==> src/rtl/neat_rng_pkg.sv <==
// Shared types and constants for the NEAT random-number path.
// Used by the generator-side buffer and its FIFO.
package neat_rng_pkg;

  localparam int RAND_W              = 32;
  localparam int RAND_PERIOD_DEFAULT = 3;
  localparam int DROP_W              = 16;

  typedef logic [RAND_W-1:0] rand_word_t;

  // Saturating increment for the drop counter.
  function automatic logic [DROP_W-1:0] sat_inc(input logic [DROP_W-1:0] v);
    return (v == {DROP_W{1'b1}}) ? v : v + DROP_W'(1);
  endfunction

endpackage

==> src/rtl/rand_fifo.sv <==
// Synchronous FIFO holding sampled random words.
// Push is refused when full unless a pop frees a slot on the same edge.
module rand_fifo
  import neat_rng_pkg::*;
#(
  parameter int DEPTH = 8
) (
  input  logic                     clk,
  input  logic                     rst,
  input  logic                     push_i,
  input  logic                     pop_i,
  input  logic [RAND_W-1:0]        wr_data_i,
  output logic [RAND_W-1:0]        head_o,
  output logic [$clog2(DEPTH):0]   count_o,
  output logic                     full_o,
  output logic                     empty_o
);

  localparam int AW = $clog2(DEPTH);
  localparam int CW = AW + 1;

  rand_word_t      mem_q [DEPTH];
  logic [AW-1:0]   wr_ptr_q, wr_ptr_d;
  logic [AW-1:0]   rd_ptr_q, rd_ptr_d;
  logic [CW-1:0]   count_q, count_d;
  logic            full_q, full_d;
  logic            push_ok_s;
  logic            pop_ok_s;

  always_comb begin
    pop_ok_s  = pop_i && (count_q != CW'(0));
    push_ok_s = push_i && (!full_q || pop_ok_s);
    wr_ptr_d  = push_ok_s ? wr_ptr_q + AW'(1) : wr_ptr_q;
    rd_ptr_d  = pop_ok_s  ? rd_ptr_q + AW'(1) : rd_ptr_q;
    case ({push_ok_s, pop_ok_s})
      2'b10:   count_d = count_q + CW'(1);
      2'b01:   count_d = count_q - CW'(1);
      default: count_d = count_q;
    endcase
    full_d = (count_d == CW'(DEPTH));
  end

  always_ff @(posedge clk or posedge rst) begin
    if (rst) begin
      wr_ptr_q <= '0;
      rd_ptr_q <= '0;
      count_q  <= '0;
      full_q   <= 1'b0;
    end else begin
      wr_ptr_q <= wr_ptr_d;
      rd_ptr_q <= rd_ptr_d;
      count_q  <= count_d;
      full_q   <= full_d;
    end
  end

  // Storage is not reset; occupancy alone decides what is visible.
  always_ff @(posedge clk) begin
    if (push_ok_s) begin
      mem_q[wr_ptr_q] <= wr_data_i;
    end
  end

  assign head_o  = mem_q[rd_ptr_q];
  assign count_o = count_q;
  assign full_o  = full_q;
  assign empty_o = (count_q == CW'(0));

endmodule

==> src/rtl/rand_buffer.sv <==
// Samples the free-running xorwow output once per generation period and
// serves buffered words with a per-read unsigned threshold compare.
module rand_buffer
  import neat_rng_pkg::*;
#(
  parameter int DEPTH       = 8,
  parameter int RAND_PERIOD = RAND_PERIOD_DEFAULT
) (
  input  logic                     clk,
  input  logic                     rst,
  input  logic [RAND_W-1:0]        random_in,
  output logic                     rd_valid,
  input  logic                     rd_ready,
  output logic [RAND_W-1:0]        rd_data,
  input  logic [RAND_W-1:0]        thresh,
  output logic                     rd_hit,
  output logic [$clog2(DEPTH):0]   count,
  output logic                     full,
  output logic [DROP_W-1:0]        drop_cnt
);

  localparam int PW = (RAND_PERIOD > 1) ? $clog2(RAND_PERIOD) : 1;

  logic [PW-1:0]     phase_q, phase_d;
  logic              primed_q, primed_d;
  logic [DROP_W-1:0] drop_q, drop_d;
  logic              wrap_s;
  logic              smp_s;
  logic              pop_s;
  logic              drop_s;
  logic              empty_s;
  rand_word_t        head_s;

  // The first wrap marks the first generator update; sampling starts one edge later.
  always_comb begin
    wrap_s   = (phase_q == PW'(RAND_PERIOD - 1));
    phase_d  = wrap_s ? PW'(0) : phase_q + PW'(1);
    primed_d = primed_q | wrap_s;
    smp_s    = primed_q && (phase_q == PW'(0));
    pop_s    = !empty_s && rd_ready;
    drop_s   = smp_s && full && !pop_s;
    drop_d   = drop_s ? sat_inc(drop_q) : drop_q;
  end

  always_ff @(posedge clk or posedge rst) begin
    if (rst) begin
      phase_q  <= '0;
      primed_q <= 1'b0;
      drop_q   <= '0;
    end else begin
      phase_q  <= phase_d;
      primed_q <= primed_d;
      drop_q   <= drop_d;
    end
  end

  rand_fifo #(
    .DEPTH (DEPTH)
  ) u_fifo (
    .clk       (clk),
    .rst       (rst),
    .push_i    (smp_s),
    .pop_i     (pop_s),
    .wr_data_i (random_in),
    .head_o    (head_s),
    .count_o   (count),
    .full_o    (full),
    .empty_o   (empty_s)
  );

  always_comb begin
    rd_valid = !empty_s;
    if (empty_s) begin
      rd_data = '0;
      rd_hit  = 1'b0;
    end else begin
      rd_data = head_s;
      rd_hit  = (head_s < thresh);
    end
  end

  assign drop_cnt = drop_q;

endmodule
==> config.mk <==
export PLATFORM = sky130hd
export DESIGN_NAME = rand_buffer
export DESIGN_NICKNAME = d
export VERILOG_FILES = /design/src/rtl/neat_rng_pkg.sv /design/src/rtl/rand_fifo.sv /design/src/rtl/rand_buffer.sv
export SDC_FILE = /design/constraint.sdc
export NUM_CORES = 1
export LEC_CHECK = 0
export ABC_AREA = 1
export CORE_ASPECT_RATIO = 0.7
export CORE_MARGIN = 2
export CORE_UTILIZATION = 30
export CTS_BUF_LIST = sky130_fd_sc_hd__clkbuf_8 sky130_fd_sc_hd__clkbuf_16
export DETAILED_ROUTE_END_ITERATION = 7
export GPL_TIMING_DRIVEN = 0
export PLACE_DENSITY = 0.57
export SLEW_MARGIN = 20
export SYNTH_ARGS = -nofsm -noshare
export SYNTH_HDL_FRONTEND = slang
export SYNTH_SLANG_ARGS = --single-unit
==> constraint.sdc <==
create_clock -name clk -period 4.75 [get_ports clk]
set_clock_uncertainty 0.2 [all_clocks]
set_input_delay 0.95 -clock clk [delete_from_list [all_inputs] [get_ports clk]]
set_output_delay 0.95 -clock clk [all_outputs]
set_load 0.02 [all_outputs]
-- Yosys cells after proc, flatten, opt, wreduce, memory -nomap -nowiden
Memories as Yosys holds them, arrays and structs flattened.
Index checks and enable logic that the tools add are counted.
- register bits after elaboration: 30
- bits in writable memories: 256
- input bits: 67
- output and inout bits: 55
- word-level logic and storage cells: 42
- memories kept: 1
- memories (memory ; words ; width ; read ports ; clocked after Yosys merged registers in ; write ports ; line ; source):
    u_fifo.mem_q ; 8 ; 32 ; 1 ; 0 ; 1 ; rand_fifo.sv:22 ; rand_word_t mem_q [DEPTH];
- $add $sub $neg: 6
- $lt $le $gt $ge: 1
- equal/unequal tests: 5
- muxes and demuxes: 6
- bitwise logic cells: 2
- reductions and logical operators: 14
- operators by type and width (cell ; number):
    $lt 32x32->1 ; 1
    $mux 32 ; 1
    $add 16x1->16 const B ; 1
    $eq 16x16->1 const B ; 1
    $pmux 4 s2 ; 1
    $add 3x1->3 const B ; 2
    $logic_and 1x1->1 ; 6
    $add 4x1->4 const B ; 1
    $eq 2x2->1 const B ; 2
    $eq 4x4->1 const B ; 1
    $logic_not 4->1 ; 1
    $reduce_bool 4->1 ; 1
    $sub 4x1->4 const B ; 1
    $logic_not 1->1 ; 3
    $mux 1 ; 3
    $add 2x1->2 const B ; 1
    $eq 2x1->1 const B ; 1
    $logic_not 2->1 ; 1
    $mux 2 ; 1
    $reduce_and 2->1 ; 1
    $logic_or 1x1->1 ; 1
    $not 1->1 ; 1
    $or 1x1->1 ; 1

-- Longest topological paths before layout
Gate-level depths: netlist of run 1.
- depth after elaboration: 9
- depth in mapped cells: 18
- depth with buffers taken out: 15

-- By module
A second synthesis of run 1 with hierarchy kept.
- cells, all modules: 1121
- area total of the unflattened synthesis: 12585.8 um^2
- by module, submodules not included (module ; times used ; cells an instance ; area an instance (um^2) ; seq. area each (um^2)):
    rand_fifo ; 1 ; 813 ; 10581.4 ; 7962.6
    rand_buffer ; 1 ; 308 ; 2004.4 ; 475.5

-- Worst setup path before layout of run 1
No wires, ideal clock.
- path type: input -> register
- start point: in rd_ready
- end point: mem u_fifo.mem_q[1][0] in the netlist's numbering, enable pin
- library setup time: 0.461 ns
- data arrival time: 3.669 ns
- required time: 4.089 ns
- path slack: 0.420 ns
- stages: 4
- path buffers: 0
- cell sequence: nand2_4 a21oi_1 nand2_1 nor3_1
- cells in the longest elaborated chain, start to end: 6
- RTL lines (element ; line ; source):
    start: declaration ; rand_buffer.sv:13 ; input logic rd_ready,
    $logic_and 1x1->1 ; rand_buffer.sv:40 ; pop_s = !empty_s && rd_ready;
    $logic_and 1x1->1 ; rand_fifo.sv:31 ; pop_ok_s = pop_i && (count_q != CW'(0));
    $logic_or 1x1->1 ; rand_fifo.sv:32 ; push_ok_s = push_i && (!full_q || pop_ok_s);
    $logic_and 1x1->1 ; rand_fifo.sv:32 ;
    $mux 1 ; rand_fifo.sv:59 ; if (push_ok_s) begin
    $mux 1 (not written as such) ; rand_fifo.sv:60 ; mem_q[wr_ptr_q] <= wr_data_i;
    end: declaration ; rand_fifo.sv:22 ;
No other way between the ends.

-- Worst setup path in the final report of run 1
- start point: reg u_fifo.rd_ptr_q[0]
- end point: out rd_hit
- cells in the longest elaborated chain, start to end: 3
- RTL lines (element ; line ; source):
    start: declaration ; rand_fifo.sv:24 ; logic [AW-1:0] rd_ptr_q, rd_ptr_d;
    start signal: assignment ; rand_fifo.sv:51 ; rd_ptr_q <= rd_ptr_d;
    $mem_v2 8x32 ; -- ;
    $lt 32x32->1 ; rand_buffer.sv:78 ; rd_hit = (head_s < thresh);
    $mux 1 ; rand_buffer.sv:73 ; if (empty_s) begin
    end: declaration ; rand_buffer.sv:16 ; output logic rd_hit,
No other way between the ends.

==> results of run 1 <==
==> layer usage <==
layer,GRT usage,share of wire
met1,0.228,0.46
met5,0,0
met3,0.0221,0.062
met2,0.249,0.46
met4,0.0382,0.023
==> cells in the final DEF, fill, tap and decap left out, drive strengths merged, types with 8 or more instances in the layout <==
master / synthesis / final
nor2: 147 / 147
xnor2: 8 / 8
clkdlybuf4s50: 0 / 120
ha: 37 / 37
inv: 68 / 75
a21oi: 50 / 50
edfxtp: 256 / 256
clkbuf: 39 / 60
buf: 13 / 35
clkinv: 1 / 12
xor2: 14 / 14
nand3: 17 / 17
o21ai: 133 / 133
nand2: 155 / 155
dfrtp: 30 / 30
o22ai: 62 / 62
==> sequential cells by signal (all words and copies together) (netlist names) <==
name and count:
u_fifo.wr_ptr_q 3, u_fifo.mem_q 256, phase_q 2, drop_cnt 16
u_fifo.rd_ptr_q 3, u_fifo.count_o 4, u_fifo.full_o 1, primed_q 1
==> what timing repair did <==
action,4_1_cts,5_1_grt
setup endpoints to repair,1,1
pin swaps,1,1
hold endpoints to repair,0,0
buffers inserted,1,0
resized for setup,63,40
==> logic make-up (layout without fill, tap and decap cells) <==
| family | Yosys count | count (layout) |
|---|---|---|
| xor+xnor | 22 | 22 |
| compound gates | 249 | 249 |
| simple gates | 337 | 337 |
| fa+ha+maj | 37 | 37 |
| buf+inv | 121 | 307 |
| flops | 286 | 286 |
==> per-stage QoR <==
stage / hold WS (ps) / instance area [µm²]
5_1_grt: 279 / 15700
2_1_floorplan: 209 / 12300
4_1_cts: 236 / 15600
3_5_place_dp: 227 / 14500
6_report: 237 / 15700
3_3_place_gp: 219 / 14200
==> where the power goes <==
part / internal, W / total [W] / switching [W]
clock: 0.00132 / 0.00226 / 0.000940
combinational: 0.00176 / 0.00469 / 0.00294
sequential: 0.00324 / 0.00343 / 0.000194
total: 0.00632 / 0.0104 / 0.00407
==> layout make-up <==
type,instances,area (µm²),area share
inverters,69,264,0.0169
repair buffers,135,1470,0.0935
clock buffers,29,726,0.0463
flip-flops and latches,286,8440,0.539
multi-input cells,645,3540,0.226
well taps,544,681,0.0434
plain buffers,51,354,0.0226
clock inverters,23,203,0.0129
==> final timing paths <==
path / start / endpoint / cells past startpoint
setup / recovery: u_fifo.rd_ptr_q[0]$_DFFE_PP0P_ / rd_hit / 18
hold / removal: phase_q[0]$_DFF_PP0_ / phase_q[0]$_DFF_PP0_ / 1
setup reg to reg: u_fifo.count_o[1]$_DFF_PP0_ / u_fifo.mem_q[0][9]$_DFFE_PP_ / 8
hold reg to reg: phase_q[0]$_DFF_PP0_ / phase_q[0]$_DFF_PP0_ / 1
max in group asynchronous: rst / u_fifo.rd_ptr_q[0]$_DFFE_PP0P_ / 2
min in group asynchronous: rst / drop_cnt[5]$_DFFE_PP0P_ / 2
==> key figures, run 1 <==
Outcome
  • Status: finished clean

Synthesis
  • Unique masters post-synth: 38
  • Post-synth top area share: 0.623
  • Synth area leaders: edfxtp_1 (62%), dfrtp_1 (6.1%), o21ai_0 (5.4%), nand2_1 (4.6%), nor2_1 (4.3%)
  • Synth area leader: edfxtp_1
  • Post-synth top cells: edfxtp_1 (256), nand2_1 (151), nor2_1 (143)
  • Main synth FF type: edfxtp_1
  • Synth Area in Compound Gates: 0.108
  • Post-synthesis average cell area: 11.7 µm²
  • FF+latch count, synth: 286
  • Ys Warns: 0
  • Synth Area in Simple Gates: 0.117
  • Fraction of synthesized area in multiplexers: 0
  • Main combinational cell family by area after synthesis: simple AND/OR/NAND/NOR gates
  • Post-synth EDFFs: 256
  • Cell Area, Synth: 12,300 µm²
  • Post-Syn Nets: 1,156
  • Post-Synth XOR/XNOR Area: 0.0156
  • FFs w/ async S/R, synth: 0.105
  • Part of the Yosys area used for sequential elements: 0.684
  • Syn Inst Count: 1,052
  • Most frequent cell after synthesis: edfxtp_1
  • Adder-cell share of the synthesized area: 0.0375

Setup path
  • Crit path kind: flip-flop to output pin
  • CP top delay family: buffers and inverters
  • CP dominant cell by count: nand2_1
  • Critical Path Source Type: flip-flop
  • WP data arrival: 3410 ps
  • Crit-path cells: inv_2, buf_6, buf_8, buf_8, nor2_1, o22ai_1, nand2_1, nand2_1, ha_1, a21oi_1, o21ai_2, nand3_1, nand2_1, nand2_1, a21oi_2, nand3b_1, a21oi_2, buf_4
  • Slowest stage delay, CP: 460 ps
  • Sum of buffers and inverters on the critical path: 5
  • CP Max Fanout: 10
  • CP Data Required Time: 3600 ps
  • R2R Setup Slk: 1700 ps
  • Crit. End Element: output pin
  • Critical path's slowest cell: dfrtp_2

Floorplanning
  • I/O pin cnt: 122
  • FP Rows: 62
  • Die Wd: 246 µm
  • Chip height: 174 µm
  • Core footprint: 40,800 µm²
  • Initial core utilization: 0.302
  • Die area: 42,800 µm²

Power
  • Leak: 5.82 nW
  • Pwr dens: 663 nW/µm²
  • Peak VDD IR: 372 µV
  • Tot Pwr: 0.0104 W

GRT
  • Global Route Usage Sum: 0.157
  • Antenna violations before repair: 0
  • Vias in the first global route: 8,435
  • Largest net degree at the start of global routing: 31
  • Global-route wire length before repair: 51.2 mm
  • Grt ovf: 0

Timing
  • Fin crit period: 4560 ps
  • Final Hold Fails: 0
  • Setup TNS: 0 ps
  • Final setup violation count: 0
  • Final period utilization: 0.961
  • Least-Margin Pin Slew: 745 ps
  • Slew Viols, Final: 0
  • Final WS setup: 187 ps
  • Max Clock Freq: 219 MHz
  • Slew headroom: 0.504

Place
  • Placed cell count: 1,730
  • Detailed-placement wirelength estimate: 23.6 mm
  • IO Port Bufs: 121
  • Dpl ws: -688 ps
  • GP Congestion: 0.764

Routing
  • Via density: 4.81
  • First-pass iteration count of the detailed router: 5
  • Routed WL: 33.9 mm
  • Vias post-DR: 8,571
  • DR WL/cell: 19.0 µm
  • Routed Antenna Nets: 0
  • Detailed Route Iter0 Violations: 764
  • # DRC: 0

Final layout
  • Filler cell count: 3,904
  • Final cell count without fillers: 1,782
  • Net count, final: 1,321
  • Layout cells sized above 1: 0.114
  • Diode count: 0
  • Synthesis-to-finish area growth: 26.9%
  • Final Core Density: 0.384

Clock tree
  • CTS root buf: clkbuf_16
  • Total CTS buffers: 29
  • Skew-Pair Late Insertion Delay: 550 ps
  • Clk buf depth: 3
  • CTS Hold Bufs: 0
  • TritonCTS clock tree: built
  • Sink Count: 286
  • H-tree levels: 1
  • CTS clk-pin slew, worst paths: 80 ps

Flow run
  • MaxCap Viol Count: 0

Hold path
  • Type of the most critical hold path: flip-flop to flip-flop
(Power assumes the default switching activity.)
==> run 2, diff against run 1 <==
SLEW_MARGIN = 40   (was 20)
==> run 2 against run 1 <==
Routed wire length down 0.52%. Worst hold slack worse by 3.9 ps. Sequential share of layout area down 0.30 points. Global-route usage about the same. Register-to-register slack worse by 220 ps. Count of clock-buffer cells in the layout up 2. Via count up 0.18%. Clock power up 4%. Total power up 0.59%.
==> key figures, run 2 (synthesized netlist as in run 1, its figures left out) <==
Setup path
  • Sum of buffers and inverters on the critical path: 5 (unchanged)
  • Crit. End Element: output pin (unchanged)
  • WP data arrival: 3410 ps (about the same)
  • Crit-path cells: inv_1, buf_6, buf_8, buf_6, o21ai_0, o22ai_1, nand2_1, nand2_2, ha_1, nand2_1, nand2_1, nand2_1, nand2_1, nand2_1, nand2_1, nand2_1, nand2_1, a21oi_2, buf_4 (was inv_2, buf_6, buf_8, buf_8, nor2_1, o22ai_1, nand2_1, nand2_1, ha_1, a21oi_1, o21ai_2, nand3_1, nand2_1, nand2_1, a21oi_2, nand3b_1, a21oi_2, buf_4)
  • CP top delay family: simple AND/OR/NAND/NOR gates (was buffers and inverters)
  • CP dominant cell by count: nand2_1 (unchanged)
  • Slowest stage delay, CP: 450 ps (was 460 ps)
  • Crit path kind: flip-flop to output pin (unchanged)
  • CP Max Fanout: 10 (unchanged)
  • CP Data Required Time: 3600 ps (about the same)
  • Critical path's slowest cell: dfrtp_2 (unchanged)
  • Critical Path Source Type: flip-flop (unchanged)

GRT
  • Vias in the first global route: 8,422 (was 8,435)
  • Global Route Usage Sum: 0.157 (about the same)
  • Largest net degree at the start of global routing: 31 (unchanged)
  • Grt ovf: 0 (unchanged)
  • Global-route wire length before repair: 50.9 mm (was 51.2 mm)
  • Antenna violations before repair: 0 (unchanged)

Routing
  • DR WL/cell: 18.8 µm (was 19.0 µm)
  • First-pass iteration count of the detailed router: 8 (was 5)
  • Via density: 4.79 (was 4.81)
  • Detailed Route Iter0 Violations: 799 (was 764)
  • Vias post-DR: 8,586 (was 8,571)
  • Routed Antenna Nets: 0 (unchanged)
  • Routed WL: 33.7 mm (was 33.9 mm)
  • # DRC: 0 (unchanged)

Timing
  • Least-Margin Pin Slew: 776 ps (was 745 ps)
  • Final period utilization: 0.961 (about the same)
  • Slew headroom: 0.483 (was 0.504)
  • Setup TNS: 0 ps (unchanged)
  • Max Clock Freq: 219 MHz (about the same)
  • Final setup violation count: 0 (unchanged)
  • Slew Viols, Final: 0 (unchanged)
  • Fin crit period: 4560 ps (about the same)
  • Setup repair after global routing missed its margin: no
  • Final Hold Fails: 0 (unchanged)

Power
  • Sw Ratio: 0.390 (was 0.392)
  • Seq pwr share: 0.328 (was 0.331)
  • Peak VDD IR: 428 µV (was 372 µV)
  • Leak: 5.86 nW (was 5.82 nW)
  • Combinational share of power: 0.448 (was 0.452)
  • Internal power: 0.00638 W (was 0.00632 W)
  • Clk pwr share: 0.224 (was 0.217)
  • Tot Pwr: 0.0104 W (about the same)
  • Pwr dens: 663 nW/µm² (about the same)
  • Psw: 0.00407 W (about the same)

Place
  • GP Congestion: 0.764 (unchanged)
  • Placed cell count: 1,737 (was 1,730)
  • IO Port Bufs: 121 (unchanged)
  • Detailed-placement wirelength estimate: 23.8 mm (was 23.6 mm)

Final layout
  • Final cell count without fillers: 1,792 (was 1,782)
  • Number of flip-flops in the largest register: 256 (unchanged)
  • Most frequent cells in the layout: edfxtp_1 (256), nand2_1 (149), nor2_1 (136) (was edfxtp_1 (256), nand2_1 (148), nor2_1 (136))
  • Net count, final: 1,329 (was 1,321)
  • Synthesis-to-finish area growth: 27.6% (was 26.9%)
  • Largest Register: u_fifo.mem_q (unchanged)
  • Most common cell after layout, fill and taps aside: edfxtp_1 (unchanged)
  • Diode count: 0 (unchanged)
  • Layout cells sized above 1: 0.120 (was 0.114)

Clock tree
  • CTS root buf: clkbuf_16 (unchanged)
  • CTS Hold Bufs: 0 (unchanged)
  • Skew-Pair Late Insertion Delay: 550 ps (about the same)
  • Total CTS buffers: 30 (was 29)
  • Sink Count: 286 (unchanged)
  • CTS clk-pin slew, worst paths: 60 ps (was 80 ps)
  • H-tree levels: 1 (unchanged)
  • TritonCTS clock tree: built (unchanged)
  • Clk buf depth: 3 (unchanged)

Floorplanning
  • Core footprint: 40,800 µm² (unchanged)
  • Die area: 42,800 µm² (unchanged)
  • Chip height: 174 µm (unchanged)
  • Die Wd: 246 µm (unchanged)
  • FP Rows: 62 (unchanged)
  • I/O pin cnt: 122 (unchanged)
  • Initial core utilization: 0.302 (unchanged)

Flow run
  • MaxCap Viol Count: 0 (unchanged)

Outcome
  • Status: finished clean (unchanged)

Hold path
  • Type of the most critical hold path: flip-flop to flip-flop (unchanged)
[run 2: changes by cell type in the layout (fill, tap and decap cells not counted), moves of 2 or more]
cell	previous run	this run
a21oi_1	47	45
a21oi_2	3	5
buf_16	7	4
buf_2	6	9
buf_8	5	11
clkbuf_16	29	31
clkinv_1	6	9
clkinv_2	6	4
clkinvlp_4	1	3
[run 2: through the flow]
stage          worst slack [ps]  hold slack [ps]  utilization  instance area, µm²
4_1_cts                    78.2              235        0.385               15700
2_1_floorplan               420              209            -               12300
6_report                    186              233        0.386               15800
5_1_grt                    1.57              279        0.386               15800
3_3_place_gp              -2230              219        0.349               14200
3_5_place_dp               -708              227        0.357               14600
[run 2: path summary, 6_finish.rpt]
kind	from	endpoint	slack (ps)	cells after the start
setup / recovery	u_fifo.rd_ptr_q[0]$_DFFE_PP0P_	rd_hit	190	19
hold / removal	phase_q[0]$_DFF_PP0_	phase_q[0]$_DFF_PP0_	230	1
setup reg to reg	u_fifo.count_o[1]$_DFF_PP0_	u_fifo.mem_q[1][4]$_DFFE_PP_	1480	9
hold reg to reg	phase_q[0]$_DFF_PP0_	phase_q[0]$_DFF_PP0_	230	1
max in group asynchronous	rst	u_fifo.rd_ptr_q[0]$_DFFE_PP0P_	3260	2
min in group asynchronous	rst	drop_cnt[1]$_DFFE_PP0P_	610	2
[run 2: per-layer routing]
metal	GRT usage	routed length, µm
met5	0	0
met3	0.0235	2090
met1	0.225	15500
met2	0.250	15400
met4	0.0392	744
[run 2: layout make-up]
| cell class | count | area, µm² |
|---|---|---|
| clock buffer | 31 | 776 |
| buffer | 51 | 335 |
| inverter | 69 | 264 |
| multi-input combinational | 645 | 3540 |
| fill | 3957 | 25000 |
| clock inverter | 24 | 211 |
| sequential | 286 | 8440 |
| timing repair buffer | 142 | 1510 |
| tap | 544 | 681 |
[run 2: power by group through the flow]
| stage | clock (W) | combinational, W | sequential (W) |
|---|---|---|---|
| final | 0.00234 | 0.00468 | 0.00343 |
| after global routing | 0.00249 | 0.00514 | 0.00348 |
| after CTS | 0.00237 | 0.00464 | 0.00343 |
| after detailed placement | 0 | 0.00450 | 0.00348 |
| after global placement | 0 | 0.00444 | 0.00346 |
| after floorplan | 0 | 0.00260 | 0.00347 |
[run 2: what timing repair did]
item | in CTS | in global routing
resized for setup | 64 | 31
setup buffers | 1 | 0
pin swaps | 1 | 3
endpoints found under the setup margin | 1 | 1
[run 2: worst reg2reg max path, stage by stage, from the launching register on]
cell and delay (ps):
dfrtp_1 450, nor2_1 80, nand3_2 160, nand2_4 110, a21oi_1 360, nand2_1 320
nor3_2 540, buf_2 340, buf_2 240, buf_4 190
